### config.mk
export PLATFORM = sky130hd
export DESIGN_NAME = dmem_dma_flat
export DESIGN_NICKNAME = d
export VERILOG_FILES = /design/src/rtl/dma_pkg.sv /design/src/rtl/dmem_dma_if.sv /design/src/rtl/dmem_dma.sv /design/src/flat_wrapper.sv
export SDC_FILE = /design/constraint.sdc
export NUM_CORES = 1
export LEC_CHECK = 0
export CAP_MARGIN = 30
export CORE_MARGIN = 4
export CORE_UTILIZATION = 30
export CTS_CLUSTER_DIAMETER = 30
export DETAILED_ROUTE_END_ITERATION = 10
export PLACE_DENSITY = 0.54
export SETUP_SLACK_MARGIN = 0.5
export SYNTH_ARGS = -nofsm -noshare
export SYNTH_HDL_FRONTEND = slang
export SYNTH_SLANG_ARGS = --single-unit
### constraint.sdc
create_clock -name clk -period 2.15 [get_ports clk]
set_input_delay 0.5375 -clock clk [delete_from_list [all_inputs] [get_ports clk]]
set_output_delay 0.5375 -clock clk [all_outputs]
set_load 0.005 [all_outputs]
### src/rtl/dma_pkg.sv
// Shared types and bus map for the data-memory word-copy DMA.
package dma_pkg;

  typedef enum logic [2:0] {
    IDLE,
    REQ,
    READ,
    WRITE,
    DONE
  } state_t;

  localparam int unsigned WORD_BYTES = 4;

  localparam logic [31:0] DMEM_BASE = 32'h0000_1000;
  localparam logic [31:0] DMEM_END  = 32'h0000_1040;
  localparam logic [31:0] PORTA     = 32'h0000_7f00;
  localparam logic [31:0] PORTB     = 32'h0000_7f10;
  localparam logic [31:0] PORTC     = 32'h0000_7f20;
  localparam logic [31:0] PORTD     = 32'h0000_7ffc;

  function automatic logic word_aligned(input logic [1:0] lsb);
    return lsb == 2'b00;
  endfunction

endpackage

### src/rtl/dmem_dma_if.sv
// Data-memory bus as seen by one initiator: request/grant plus a/we/wd/rd.
interface dmem_dma_if;
  logic        bus_req;
  logic        bus_gnt;
  logic [31:0] a;
  logic        we;
  logic [31:0] wd;
  logic [31:0] rd;

  modport master (output bus_req, a, we, wd, input bus_gnt, rd);
  modport slave  (input bus_req, a, we, wd, output bus_gnt, rd);
endinterface

### src/rtl/dmem_dma.sv
// Word-copy DMA: reads one source word, writes it to the destination, repeats
// until the count is exhausted; every bus access waits for the arbiter grant.
module dmem_dma
  import dma_pkg::*;
#(
  parameter int LEN_W = 5
) (
  input  logic             clk,
  input  logic             reset_n,
  input  logic             start,
  input  logic [31:0]      src_addr,
  input  logic [31:0]      dst_addr,
  input  logic [LEN_W-1:0] len,
  output logic             busy,
  output logic             done,
  output logic             err,
  dmem_dma_if.master       bus
);

  state_t           r_state;
  state_t           w_next;
  logic [31:0]      r_src;
  logic [31:0]      r_dst;
  logic [31:0]      r_data;
  logic [LEN_W-1:0] r_cnt;
  logic             r_err;
  logic             w_aligned;
  logic             w_accept;

  assign w_aligned = word_aligned(src_addr[1:0]) && word_aligned(dst_addr[1:0]);
  assign w_accept  = (r_state == IDLE) && start && w_aligned;
  assign err       = r_err;

  always_ff @(posedge clk or negedge reset_n) begin
    if (!reset_n) r_state <= IDLE;
    else          r_state <= w_next;
  end

  // we follows the grant combinationally so an ungranted cycle never writes
  always_comb begin
    w_next      = r_state;
    bus.bus_req = 1'b0;
    bus.a       = '0;
    bus.we      = 1'b0;
    bus.wd      = '0;
    busy        = 1'b0;
    done        = 1'b0;
    unique case (r_state)
      IDLE: begin
        if (w_accept) w_next = (len == '0) ? DONE : REQ;
      end
      REQ: begin
        busy        = 1'b1;
        bus.bus_req = 1'b1;
        if (bus.bus_gnt) w_next = READ;
      end
      READ: begin
        busy        = 1'b1;
        bus.bus_req = 1'b1;
        bus.a       = r_src;
        if (bus.bus_gnt) w_next = WRITE;
      end
      WRITE: begin
        busy        = 1'b1;
        bus.bus_req = 1'b1;
        bus.a       = r_dst;
        bus.wd      = r_data;
        bus.we      = bus.bus_gnt;
        if (bus.bus_gnt) w_next = (r_cnt == LEN_W'(1)) ? DONE : READ;
      end
      DONE: begin
        done   = 1'b1;
        w_next = IDLE;
      end
      default: w_next = IDLE;
    endcase
  end

  always_ff @(posedge clk or negedge reset_n) begin
    if (!reset_n) begin
      r_src  <= '0;
      r_dst  <= '0;
      r_data <= '0;
      r_cnt  <= '0;
      r_err  <= 1'b0;
    end else begin
      r_err <= (r_state == IDLE) && start && !w_aligned;
      if (w_accept && (len != '0)) begin
        r_src <= src_addr;
        r_dst <= dst_addr;
        r_cnt <= len;
      end
      if ((r_state == READ) && bus.bus_gnt) r_data <= bus.rd;
      // address wrap past 0xFFFFFFFC is plain modulo arithmetic
      if ((r_state == WRITE) && bus.bus_gnt) begin
        r_src <= r_src + WORD_BYTES;
        r_dst <= r_dst + WORD_BYTES;
        r_cnt <= r_cnt - LEN_W'(1);
      end
    end
  end

endmodule
### src/flat_wrapper.sv
// flat-port wrapper written by rule: the top's interface ports become plain ports
module dmem_dma_flat import dma_pkg::*;
#(
  parameter int LEN_W = 5
)
  (clk, reset_n, start, src_addr, dst_addr, len, busy, done, err, bus_bus_req, bus_a, bus_we, bus_wd, bus_bus_gnt, bus_rd);
  dmem_dma_if bus_i ();
  input  logic clk;
  input  logic reset_n;
  input  logic start;
  input  logic [31:0] src_addr;
  input  logic [31:0] dst_addr;
  input  logic [LEN_W-1:0] len;
  output logic busy;
  output logic done;
  output logic err;
  output wire logic [$bits(bus_i.bus_req)-1:0] bus_bus_req;
  output wire logic [$bits(bus_i.a)-1:0] bus_a;
  output wire logic [$bits(bus_i.we)-1:0] bus_we;
  output wire logic [$bits(bus_i.wd)-1:0] bus_wd;
  input wire logic [$bits(bus_i.bus_gnt)-1:0] bus_bus_gnt;
  input wire logic [$bits(bus_i.rd)-1:0] bus_rd;
  assign bus_bus_req = bus_i.bus_req;
  assign bus_a = bus_i.a;
  assign bus_we = bus_i.we;
  assign bus_wd = bus_i.wd;
  assign bus_i.bus_gnt = bus_bus_gnt;
  assign bus_i.rd = bus_rd;
  dmem_dma #(.LEN_W(LEN_W)) u_core (.clk(clk), .reset_n(reset_n), .start(start), .src_addr(src_addr), .dst_addr(dst_addr), .len(len), .busy(busy), .done(done), .err(err), .bus(bus_i));
endmodule
==> results of run 1 <==
## routing by layer
layer	vias up	routed length, um	GRT usage, %
met5	-	36	1.82
met4	2	657	7.94
met3	48	1840	3.87
met2	320	13100	38.6
met1	3350	10400	28.2
li1	3043	-	-
## per-stage QoR
step	worst slack [ns]	instances	cell area (sq um)	power (mW)	hold slack (ns)
after global routing	-0.268	1221	11100	12.6	0.185
final	-0.223	1221	11100	12.1	0.152
after floorplan	0.0590	635	6290	5.50	0.242
after global placement	-0.376	1113	8720	7.51	0.474
after detailed placement	-0.427	1113	8720	7.61	0.484
after CTS	-0.235	1206	10500	11.3	0.171
## cell type report
class	count	area [sq um]	share of cell area, %
repair buffers	352	3880	35.0
inverters	8	30.0	0.271
multi-input cells	475	3930	35.4
clock inverters	7	53.8	0.486
well taps	265	332	2.99
clock buffers	9	225	2.03
flip-flops and latches	105	2630	23.7
## logic make-up after synthesis
logic type      count (synthesis)  synth area share, %
compound gates                137                 17.9
flops                         105                 44.4
mux                            36                 6.79
xor+xnor                        3                0.444
fa+ha+maj                       4                0.846
simple gates                  295                 26.0
buf+inv                        55                 3.62
## state kept, by name, summed over array words and instances (netlist names)
register / count
u_core.r_state: 3
u_core.r_src: 32
u_core.r_data: 32
u_core.r_dst: 32
u_core.r_cnt: 5
u_core.err: 1
## path summary, 6_finish.rpt
check,to,slack (ns),cells past startpoint
setup / recovery,bus_a[21],-0.22,9
hold / removal,u_core.r_cnt[3],0.15,1
setup reg to reg,u_core.r_data[4],-0.10,11
hold reg to reg,u_core.r_data[13],0.51,1
max in group asynchronous,u_core.r_dst[11],1.39,2
min in group clk,u_core.r_cnt[3],0.43,3
## placed cells by master, fill, tap and decap left out, types with 6 or more instances in the layout
| cell | instances |
|---|---|
| nand2_2 | 11 |
| a22o_1 | 29 |
| nand4_1 | 20 |
| inv_1 | 7 |
| o311ai_1 | 6 |
| dfrtp_1 | 102 |
| and2_1 | 6 |
| a21oi_1 | 7 |
| o21ai_1 | 6 |
| nand2_1 | 61 |
| and3_4 | 6 |
| or3_1 | 10 |
| a221o_1 | 8 |
| buf_4 | 83 |
| a22oi_2 | 10 |
| o211ai_1 | 28 |
| clkdlybuf4s50_1 | 98 |
| and2_4 | 32 |
| nand3_1 | 40 |
| nor2_1 | 22 |
| a21oi_2 | 7 |
| buf_2 | 44 |
| buf_12 | 27 |
| buf_6 | 67 |
| and3_1 | 6 |
| nand3_2 | 14 |
| clkbuf_16 | 13 |
| mux2_4 | 32 |
| nor4_1 | 6 |
| nor3_1 | 14 |
| buf_16 | 20 |
| nand2_4 | 9 |
## power groups by stage
stage,logic (mW),clock network [mW],registers (mW)
3_5_place_dp,4.31,0,3.30
3_3_place_gp,4.25,0,3.26
2_1_floorplan,2.36,0,3.14
6_report,7.01,1.64,3.40
4_1_cts,6.32,1.67,3.31
5_1_grt,7.38,1.75,3.48
## worst max-delay path: stages (launching register included)
cell     delay [ns]
dfrtp_1        0.40
buf_6          0.13
nand2_4        0.07
nor2_4         0.04
buf_12         0.12
buf_8          0.13
buf_16         0.14
buf_6          0.11
a22o_1         0.21
buf_2          0.13
## what timing repair did
item / CTS / global route
buffers inserted: 54 / 13
pin swaps: 76 / 64
gates cloned: 23 / 2
endpoints found under the setup margin: 173 / 173
gates resized for setup: 481 / 103
==> flow_summary.toml, run 1 <==
[critical_path]
worstSetupPathType = "register to output port"
r2r-start = "u_core.r_state[0]"
crit_start = "u_core.r_state[0]"
worst-path-max-fanout = 7
worstPathRequired_ns = 1.61
cp-start-kind = "register"
cp.arrival_ns = 1.84
end_kind = "output port"

[place]
io_buffers = 173
gp_congestion = 0.840
dp_hpwl_um = 15100

[synth]
synth.most_common_cell = "dfrtp_1"
synth-main-ff-cell = "dfrtp_1"
yosys-top-cells-area = "dfrtp_1, mux2_2, nand2_1, nand3_1, a22o_1"
syn-cell-area_sq_mm = 0.00591
synth_cells = 635
yosysWarnings = 0
synth_top_area_cell = "dfrtp_1"
async_flop_share_pct = 100
synth_top_area_share_pct = 44.4
synth_fp_nets = 744
synth_cell_types = 51
postSynthAreaPerCell_sq_um = 9.31
synth-seq-area-share_pct = 44.4
synth-seq-cells = 105
synth-edff-count = 0
synth_commonest_cells = "dfrtp_1, nand2_1, nand3_1"

[timing]
clock.fmax_mhz = 421
slew_viol_final = 0
fin_crit_ns = 2.37
relSlewSlack_pct = 65.6
worst_pin_slew_ns = 0.516
finalSetupViolations = 101
skew_ns = 0.0103
rsz0062_at_grt = "yes"
worst_slack_ns = -0.223
setup_tns_ns = -9.26
hold_viol_final = 0
fin_crit_sh_pct = 110

[routing]
drt_iter0_drc = 395
vias = 6763
vias_per_cell = 5.54
drc = 0
wl_per_cell_um = 21.3
wl_um = 26000
drtPass1Iterations = 5
antenna_left = 0

[cells_and_area]
nFillCells = 1646
fin_nets = 1060
antenna_cells = 0
area_delta_synth_final_pct = 87.4
final_layout_size_suffix_gt1_share_pct = 47.0
postLayoutCoreUtil_pct = 57.1

[power]
power_density_mw_per_mm2 = 1090
pwr-share-seq_pct = 28.2
p_comb_share_pct = 58.2
clockPowerShare_pct = 13.6
vdd_drop_max_mv = 0.490
p_leak_nw = 4.89
internal_power_mw = 7.73
switching_share_pct = 35.9
switchingPower_mw = 4.32

[floorplan]
die_w_um = 148
die_h_um = 148
initial_core_util_pct = 30.5
dieArea_sq_mm = 0.0220
ios = 174
rows = 51
core_sq_mm = 0.0194

[grt]
grt_pass1_wl_um = 38500
grt-ovfl-total = 0
grtUsageTotal_pct = 22.4
grt_max_degree = 38
grt_pass1_vias = 6833
antenna_found_initial = 0

[clock_network]
cts_buffers = 9
clk_pin_slew_ns = 0.08
cts_root_buffer = "clkbuf_16"
cts_tree = "done"
worstSkewPairLatency_ns = 0.36
clock_sinks = 105
h-tree-depth = 3
postCtsHoldBufs = 0
clockBufferDepth = 2

[run]
maxCapViolations = 0

[worst_hold_path]
hp-class = "input pin to asynchronous set/reset pin"

[outcome]
failed_checks = "negative setup slack"
outcome = "complete, but fails checks"
(Power assumes the default switching activity.)
==> run 2: changes to the inputs <==
SLEW_MARGIN = 20   (was default)
==> results of run 2 <==
Same layout as run 1: the final DEF is identical, and so are final timing and power.
